--- config.mk ---
export PLATFORM = sky130hd
export DESIGN_NAME = fp2dec_seq
export DESIGN_NICKNAME = d
export VERILOG_FILES = /design/src/rtl/fp_pkg.sv /design/src/rtl/fp_align.sv /design/src/rtl/fp2dec_seq.sv
export SDC_FILE = /design/constraint.sdc
export NUM_CORES = 1
export LEC_CHECK = 0
export ABC_AREA = 1
export BUFFER_PORTS_ARGS = -buffer_cell sky130_fd_sc_hd__buf_2
export CAP_MARGIN = 40
export CORE_MARGIN = 5
export CORE_UTILIZATION = 55
export CTS_BUF_LIST = sky130_fd_sc_hd__clkbuf_8 sky130_fd_sc_hd__clkbuf_16
export DETAILED_ROUTE_END_ITERATION = 7
export PLACE_DENSITY_LB_ADDON = 0.12
export SLEW_MARGIN = 20
export SYNTH_ARGS = -nofsm -noshare
export SYNTH_HDL_FRONTEND = slang
export SYNTH_SLANG_ARGS = --single-unit
--- constraint.sdc ---
create_clock -name clk -period 12.4 [get_ports clk]
set_input_delay 2.48 -clock clk [delete_from_list [all_inputs] [get_ports clk]]
set_output_delay 2.48 -clock clk [all_outputs]
set_load 0.02 [all_outputs]
--- src/rtl/fp_pkg.sv ---
// ----------------------------------------------------------------------------
// fp_pkg
// Shared definitions for the floating-point to decimal conversion path:
// default field widths, the exponent bias helper, the converter state
// encoding and the width of one BCD digit.
// ----------------------------------------------------------------------------
package fp_pkg;

   localparam int EXP_W_DEF = 8;
   localparam int MAN_W_DEF = 23;
   localparam int BCD_W     = 4;
   localparam int STATE_W   = 2;

   typedef enum logic [STATE_W-1:0] {
      IDLE  = 2'd0,
      ALIGN = 2'd1,
      DIGIT = 2'd2,
      DONE  = 2'd3
   } state_t;

   // Exponent bias for an exponent field of the given width.
   function automatic int bias(input int exp_w);
      return (1 << (exp_w - 1)) - 1;
   endfunction

endpackage

--- src/rtl/fp_align.sv ---
// ----------------------------------------------------------------------------
// fp_align
// Combinational split of a floating-point word into an integer magnitude and
// a left-aligned binary fraction. Bits falling below the fraction LSB are
// truncated. The parent registers every output.
//
// Ports:
//   word     in   {sign, exp, man}
//   sign     out  sign bit of word
//   int_part out  integer magnitude (all ones on overflow)
//   frac     out  binary fraction, MSB has weight 1/2
//   special  out  exponent all ones (Inf/NaN)
//   ovf      out  integer part does not fit in INT_W
//   zero     out  integer part and fraction are both zero
// ----------------------------------------------------------------------------
module fp_align
   import fp_pkg::*;
#(
   parameter int EXP_W  = EXP_W_DEF,
   parameter int MAN_W  = MAN_W_DEF,
   parameter int INT_W  = 24,
   parameter int FRAC_W = 24
) (
   input  logic [EXP_W+MAN_W:0] word,
   output logic                 sign,
   output logic [INT_W-1:0]     int_part,
   output logic [FRAC_W-1:0]    frac,
   output logic                 special,
   output logic                 ovf,
   output logic                 zero
);

   localparam int BIAS = bias(EXP_W);

   logic [EXP_W-1:0] exp_f;
   logic [MAN_W-1:0] man;
   logic [MAN_W:0]   m;
   logic [MAN_W-1:0] low_bits;
   int               e_unb;

   assign sign  = word[EXP_W+MAN_W];
   assign exp_f = word[EXP_W+MAN_W-1 -: EXP_W];
   assign man   = word[MAN_W-1:0];
   assign m     = {(exp_f != '0), man};

   // Denormals share the smallest normal exponent, only without hidden bit.
   assign e_unb = (exp_f == '0) ? (1 - BIAS) : (int'(exp_f) - BIAS);

   // The hidden bit always leaves the low MAN_W bits when shifted by E >= 0,
   // so the fractional bits of m are exactly the stored mantissa shifted.
   always_comb begin
      int_part = '0;
      frac     = '0;
      special  = 1'b0;
      ovf      = 1'b0;
      low_bits = '0;
      if (&exp_f) begin
         special = 1'b1;
      end else if (e_unb >= INT_W) begin
         ovf      = 1'b1;
         int_part = '1;
      end else if (e_unb >= 0) begin
         if (e_unb <= MAN_W) begin
            int_part = INT_W'(m >> (MAN_W - e_unb));
            low_bits = man << e_unb;
            frac     = FRAC_W'(low_bits) << (FRAC_W - MAN_W);
         end else begin
            int_part = INT_W'(m) << (e_unb - MAN_W);
         end
      end else begin
         frac = (FRAC_W'(m) << (FRAC_W - MAN_W - 1)) >> (-e_unb - 1);
      end
   end

   assign zero = !special && !ovf && (int_part == '0) && (frac == '0);

endmodule

--- src/rtl/fp2dec_seq.sv ---
// ----------------------------------------------------------------------------
// fp2dec_seq
// Sequential floating-point to decimal converter. Accepts one word on the
// input handshake, splits it into integer part and binary fraction, then
// produces up to NDIG BCD fraction digits by repeated multiply-by-10 and
// presents the result on the output handshake.
//
// Ports:
//   clk, rst       clock, synchronous active-high reset
//   in_valid/ready input handshake, in_data = {sign, exp, man}
//   out_valid/ready output handshake
//   out_sign       sign of the input
//   out_int        integer magnitude
//   out_frac_bcd   fraction digits, first digit in the top nibble
//   out_zero       value is zero after truncation
//   out_ovf        integer part does not fit in INT_W
//   out_special    Inf/NaN input
// ----------------------------------------------------------------------------
module fp2dec_seq
   import fp_pkg::*;
#(
   parameter int EXP_W  = EXP_W_DEF,
   parameter int MAN_W  = MAN_W_DEF,
   parameter int INT_W  = 24,
   parameter int FRAC_W = 24,
   parameter int NDIG   = 6
) (
   input  logic                   clk,
   input  logic                   rst,
   input  logic                   in_valid,
   output logic                   in_ready,
   input  logic [EXP_W+MAN_W:0]   in_data,
   output logic                   out_valid,
   input  logic                   out_ready,
   output logic                   out_sign,
   output logic [INT_W-1:0]       out_int,
   output logic [BCD_W*NDIG-1:0]  out_frac_bcd,
   output logic                   out_zero,
   output logic                   out_ovf,
   output logic                   out_special
);

   localparam int CNT_W = $clog2(NDIG + 1);

   state_t                state;
   state_t                state_next;
   logic [EXP_W+MAN_W:0]  data_q;
   logic [FRAC_W-1:0]     frac_q;
   logic [CNT_W-1:0]      dig_cnt;

   logic                  a_sign;
   logic [INT_W-1:0]      a_int;
   logic [FRAC_W-1:0]     a_frac;
   logic                  a_special;
   logic                  a_ovf;
   logic                  a_zero;

   logic [FRAC_W+3:0]     prod;
   logic [BCD_W-1:0]      digit;
   logic [FRAC_W-1:0]     frac_next;
   logic                  last_digit;
   logic                  accept;
   logic                  release_out;

   fp_align #(
      .EXP_W  (EXP_W),
      .MAN_W  (MAN_W),
      .INT_W  (INT_W),
      .FRAC_W (FRAC_W)
   ) u_align (
      .word     (data_q),
      .sign     (a_sign),
      .int_part (a_int),
      .frac     (a_frac),
      .special  (a_special),
      .ovf      (a_ovf),
      .zero     (a_zero)
   );

   assign in_ready    = (state == IDLE) && !rst;
   assign accept      = in_valid && in_ready;
   assign release_out = out_valid && out_ready;

   // The four bits above the fraction after multiplying by 10 are the next
   // decimal digit; the remainder keeps feeding the loop.
   assign prod       = (FRAC_W+4)'(frac_q) * (FRAC_W+4)'(10);
   assign digit      = prod[FRAC_W+3:FRAC_W];
   assign frac_next  = prod[FRAC_W-1:0];
   assign last_digit = (dig_cnt == CNT_W'(NDIG - 1)) || (frac_next == '0);

   // State register.
   always_ff @(posedge clk) begin
      if (rst) begin
         state <= IDLE;
      end else begin
         state <= state_next;
      end
   end

   // Next-state decode.
   always_comb begin
      state_next = state;
      case (state)
         IDLE:  if (accept) state_next = ALIGN;
         ALIGN: begin
            if (a_special || a_ovf || (a_frac == '0)) begin
               state_next = DONE;
            end else begin
               state_next = DIGIT;
            end
         end
         DIGIT: if (last_digit) state_next = DONE;
         DONE:  if (release_out) state_next = IDLE;
         default: state_next = IDLE;
      endcase
   end

   // Datapath. The BCD register is cleared in ALIGN and each digit is
   // written at its final nibble, so an early exit leaves trailing zeros and
   // the first digit in the top nibble. out_valid rises one cycle after
   // entering DONE and falls in the cycle after the output handshake.
   always_ff @(posedge clk) begin
      if (rst) begin
         data_q       <= '0;
         frac_q       <= '0;
         dig_cnt      <= '0;
         out_valid    <= 1'b0;
         out_sign     <= 1'b0;
         out_int      <= '0;
         out_frac_bcd <= '0;
         out_zero     <= 1'b0;
         out_ovf      <= 1'b0;
         out_special  <= 1'b0;
      end else begin
         out_valid <= (state == DONE) && !release_out;
         case (state)
            IDLE: begin
               if (accept) data_q <= in_data;
            end
            ALIGN: begin
               out_sign     <= a_sign;
               out_int      <= a_int;
               out_zero     <= a_zero;
               out_ovf      <= a_ovf;
               out_special  <= a_special;
               out_frac_bcd <= '0;
               frac_q       <= a_frac;
               dig_cnt      <= '0;
            end
            DIGIT: begin
               out_frac_bcd[BCD_W*(NDIG-1-int'(dig_cnt)) +: BCD_W] <= digit;
               frac_q  <= frac_next;
               dig_cnt <= dig_cnt + CNT_W'(1);
            end
            default: ;
         endcase
      end
   end

endmodule

======== After elaboration in Yosys (flattened, before gate mapping) ========
Index checks and enable logic that the tools add are counted.
word-level totals
  bits of input ports ..................... 36
  flip-flop bits (word level) ............. 114
  output and inout bits ................... 54
  logic and storage cells ................. 81
cells by class
  mux-type cells .......................... 21
  eq/ne operators ......................... 7
  $add $sub $neg .......................... 8
  magnitude comparators ................... 3
  shifts and indexed selects .............. 6
  $mul .................................... 1
  reductions and logical operators ........ 24
operators by type and width
  kind                                                                 number
  2-to-1 mux 24 bit                                                    8
  one-hot mux 24 bit (2 select lines)                                  2
  zero test 24 bit                                                     3
  right shift 24 x 32 -> 24 bit                                        2
  negation 6 -> 33 bit                                                 1
  variable shift 4 x 33 -> 24 bit (first input constant)               1
  variable part select 4 x 33 -> 24 bit                                1
  greater-or-equal comparator 32 x 1 -> 1 bit (second input constant)  1
  greater-or-equal comparator 32 x 6 -> 1 bit (second input constant)  1
  less-or-equal comparator 32 x 6 -> 1 bit (second input constant)     1
  2-to-1 mux 32 bit                                                    1
  negation 32 bit                                                      1
  << shifter 23 x 32 -> 23 bit                                         1
  << shifter 24 x 32 -> 24 bit                                         1
  subtractor 32 x 2 -> 32 bit (second input constant)                  1
  subtractor 32 x 6 -> 32 bit (second input constant)                  1
  subtractor 6 x 32 -> 32 bit (first input constant)                   1
  multiplier 24 x 3 -> 27 bit (second input constant)                  1
  bitwise mux 24 bit                                                   1
  subtractor 8 x 7 -> 9 bit (second input constant)                    1
  zero test 8 bit                                                      1
  one-hot mux 2 bit (4 select lines)                                   1
  AND reduction 8 bit                                                  1
  nonzero test 8 bit                                                   1
  16 further kinds                                                     35

======== Depth between registers and ports, before layout ========
  word-level depth ........................ 12
  mapped depth ............................ 38
  gate-level depth less buffers ........... 35

======== Cells and area by module ========
Synthesis repeated with hierarchy kept, for this count alone.
second synthesis, totals
  cells, all modules ...................... 2366
  area, all modules ....................... 13036.3 um2
by module, submodules not included
  module      area each (um2)  times used  sequential area each (um2)  cells an instance
  fp_align    6565.0           1           0.0                         1419
  fp2dec_seq  6471.2           1           2282.2                      947

======== Least setup slack after synthesis ========
Ideal clock, no wire load.
  path type ............................... in2out
  from .................................... input rst
  to ...................................... output in_ready
  cell stages on the path ................. 2
  buffers on the path ..................... 1
  data required time ...................... 9920 ps
  path slack .............................. 6926 ps
  data arrival time ....................... 2994 ps
  cells stage by stage .................... clkbuf_1 nor2_1
between the ends
  word-level cells in the longest chain between the ends .. 2
RTL lines
  item               RTL line          text
  from (decl)        fp2dec_seq.sv:29  input logic rst,
  zero test 1 bit    fp2dec_seq.sv:80  assign in_ready = (state == IDLE) && !rst;
  logical AND 1 bit  fp2dec_seq.sv:80
  to (decl)          fp2dec_seq.sv:31  output logic in_ready,
No other way between the ends.

======== Worst setup path in the final report ========
Same ends and word-level chain as after synthesis.

==> results.py <==
metrics = {
    "timing": {
        "setup_violations": 0,
        "tightest_slew_ps": 803.4,
        "fmax_mhz": 166.9,
        "finClkSkew_ps": 6.906,
        "setup_ws_ps": 6407,
        "period_share": 0.4833,
        "period_needed_ps": 5993,
        "drv_slew": 0,
        "hold_viol": 0,
        "whs_ps": 461.3,
        "slew_headroom": 0.4588,
        "fin_tns_setup_ps": 0,
        "rsz0062_at_grt": "false",
    },
    "worst_setup_path": {
        "critPathMaxFanout": 55,
        "path_class": "input pin to primary output",
        "path_depth": 4,
        "slowest_stage": "nor2_1",
        "cpPeakStageDelay_ps": 390,
        "path_buf_inv": 3,
        "crit_chain": "buf_2 > buf_4 > nor2_1 > buf_2",
        "r2r_cells": 32,
        "crit_family": "buffers and inverters",
        "critPathRequiredTime_ps": 9920,
        "worst_path_most_repeated_cell": "buf_2",
        "cp.arrival_ps": 3510,
        "startpoint_type": "input pin",
        "endpoint_kind": "primary output",
    },
    "routing": {
        "ant_nets": 0,
        "first_pass_iters": 6,
        "drt_iter0_markers": 1462,
        "via_per_inst": 5.826,
        "drt-total-wl_um": 36900,
        "vias": 12920,
        "drt-wirelength-per-cell_um": 16.64,
        "drcViolationCount": 0,
    },
    "floorplan": {
        "dieArea_sq_um": 23010,
        "core_sq_um": 19590,
        "die_h_um": 151.7,
        "io-pin-count": 90,
        "die_width_um": 151.7,
        "num_rows": 51,
        "start_util": 0.5637,
    },
    "clock_tree": {
        "h-tree-depth": 4,
        "clock_latency_ps": 430,
        "post_cts_buffers": 0,
        "cts_resized": 0,
        "cts.reportedPaths.clkPinSlew_ps": 70,
        "clock_sinks": 114,
        "cts_tree": "built",
        "cts_root_buf": "clkbuf_16",
        "cts_max_path_buffers": 2,
        "cts_hold_buf": 0,
        "cts_buffers": 17,
    },
    "logic_synthesis": {
        "async_flop_share": 0,
        "post_synth_num_cell_types": 47,
        "synthCells": 1909,
        "ys.flop_type": "dfxtp_1",
        "synth_area_per_cell_sq_um": 5.785,
        "ys_warn_count": 0,
        "synth_edf_count": 0,
        "syn-cell-area_sq_um": 11040,
        "synth_seq_cells": 114,
        "yosysSeqAreaShare": 0.2067,
        "syn_nets": 2025,
    },
    "final_layout": {
        "drive_above_1_share": 0.1004,
        "syn2layout_area_growth_pct": 9.698,
        "final_nets": 2056,
        "final_cell_count_no_fill": 2218,
        "diodes": 0,
        "final_area_sq_um": 12110,
    },
    "place": {
        "place_ws_ps": 6420,
        "placed_area_sq_um": 11490,
        "dpl.cell_count": 2183,
        "gp_routability_congestion": 0.9963,
        "io_buffers": 89,
        "dp_hpwl_um": 27650,
    },
    "global_routing": {
        "gr-total-overflow": 0,
        "antenna_found_initial": 0,
        "grt_max_degree": 60,
        "grt_pass1_vias": 11820,
        "grt_pass1_wl_um": 59480,
        "track_usage": 0.3223,
    },
    "power": {
        "p_switching_mw": 1.194,
        "p_int_mw": 1.054,
        "p_comb_frac": 0.568,
        "power_frac_seq": 0.210,
        "power.density_nw_per_um2": 185.6,
        "vdd_ir_drop_max_mv": 0.1325,
        "leakage_nw": 6.295,
        "sw_frac_of_total": 0.5313,
        "clkPwrFrac": 0.222,
    },
    "hold_path": {
        "hold_path_class": "register to register",
        "holdPathStages": 2,
    },
    "status": {
        "status": "finished, final reports clean",
    },
    "run": {
        "maxCapViolations": 0,
    },
}
## placed cells by master, fill, tap and decap left out, drive strengths merged, types with 5 or more instances in the layout
| cell | instances |
|---|---|
| xnor2 | 9 |
| nor3 | 12 |
| a221oi | 7 |
| o31ai | 5 |
| clkbuf | 17 |
| nor2 | 143 |
| a21oi | 130 |
| o21ai | 101 |
| xor2 | 13 |
| inv | 132 |
| nand2 | 759 |
| nand3 | 224 |
| dfxtp | 114 |
| a31oi | 12 |
| ha | 78 |
| buf | 103 |
| nand4 | 59 |
## Yosys cell counts, drive strengths merged, types with 5 or more instances
cell type	number	share of area
nand2	759	0.27
nand3	224	0.10
nor2	143	0.057
a21oi	130	0.059
inv	120	0.041
dfxtp	114	0.21
o21ai	101	0.046
ha	78	0.088
nand4	59	0.033
buf	49	0.024
clkbuf	42	0.014
xor2	13	0.010
a31oi	12	0.0068
nor3	12	0.0059
xnor2	9	0.0071
a221oi	7	0.0056
o31ai	5	0.0034
## flip-flops by register name, summed over array words and instances (netlist names)
register,count
out_sign,1
out_special,1
out_valid,1
state,2
dig_cnt,3
data_q,32
out_zero,1
frac_q,24
out_ovf,1
out_frac_bcd,24
out_int,24
## cells by family (layout without fill, tap and decap cells)
| family | count (synthesis) | after routing | synth area share |
|---|---|---|---|
| AOI/OAI and AO/OA | 271 | 271 | 0.1326 |
| xor gates and xnor gates | 22 | 22 | 0.01745 |
| adders and majority gates | 80 | 80 | 0.09200 |
| buffers and inverters | 215 | 259 | 0.07999 |
| DFF | 114 | 114 | 0.2067 |
| and+or+nand+nor | 1207 | 1207 | 0.4713 |
## cell type report
class	count	area [sq um]
repair buffers	103	569.3
clock buffers	17	425.4
multi-input cells	1580	7883
clock inverters	15	157.7
fillers	1992	7476
flip-flops and latches	114	2282
inverters	124	465.4
well taps	265	331.6
## worst paths after layout
check                          startpoint                 endpoint  slack (ps)
setup / recovery                      rst                 in_ready        6410
hold / removal    data_q[31]$_SDFFE_PP0P_  data_q[31]$_SDFFE_PP0P_         460
setup reg to reg  data_q[23]$_SDFFE_PP0P_    out_zero$_SDFFE_PP0P_        6960
hold reg to reg   data_q[31]$_SDFFE_PP0P_  data_q[31]$_SDFFE_PP0P_         460
## per-stage QoR
stage | power [mW] | utilization
floorplan | 1.389 | -
global placement | 1.684 | 0.5857
detailed placement | 1.700 | 0.5867
CTS | 2.209 | 0.6165
global route | 2.408 | 0.6184
finish | 2.248 | 0.6184
## routing by layer
layer,vias up,part of all wire,GRT usage
li1,6381,-,-
met1,5898,0.46,0.4520
met2,551,0.44,0.4998
met3,93,0.079,0.05622
met4,0,0.028,0.1110
met5,-,0,0
## power groups by stage
stage          Clock [mW]  Sequential, mW  Combinational, mW
2_1_floorplan           0           0.505              0.884
3_3_place_gp            0           0.476               1.21
3_5_place_dp            0           0.476               1.22
4_1_cts             0.506           0.470               1.23
5_1_grt             0.527           0.477               1.40
6_report            0.500           0.471               1.28
## worst register-to-register path: cells and delay by family (launching register included)
family	cells	cell delay, ps
flops	1	490
buf+inv	5	1190
fa+ha+maj	2	640
compound gates	2	180
simple gates	23	2790
Power figures use the tool's default switching activity.
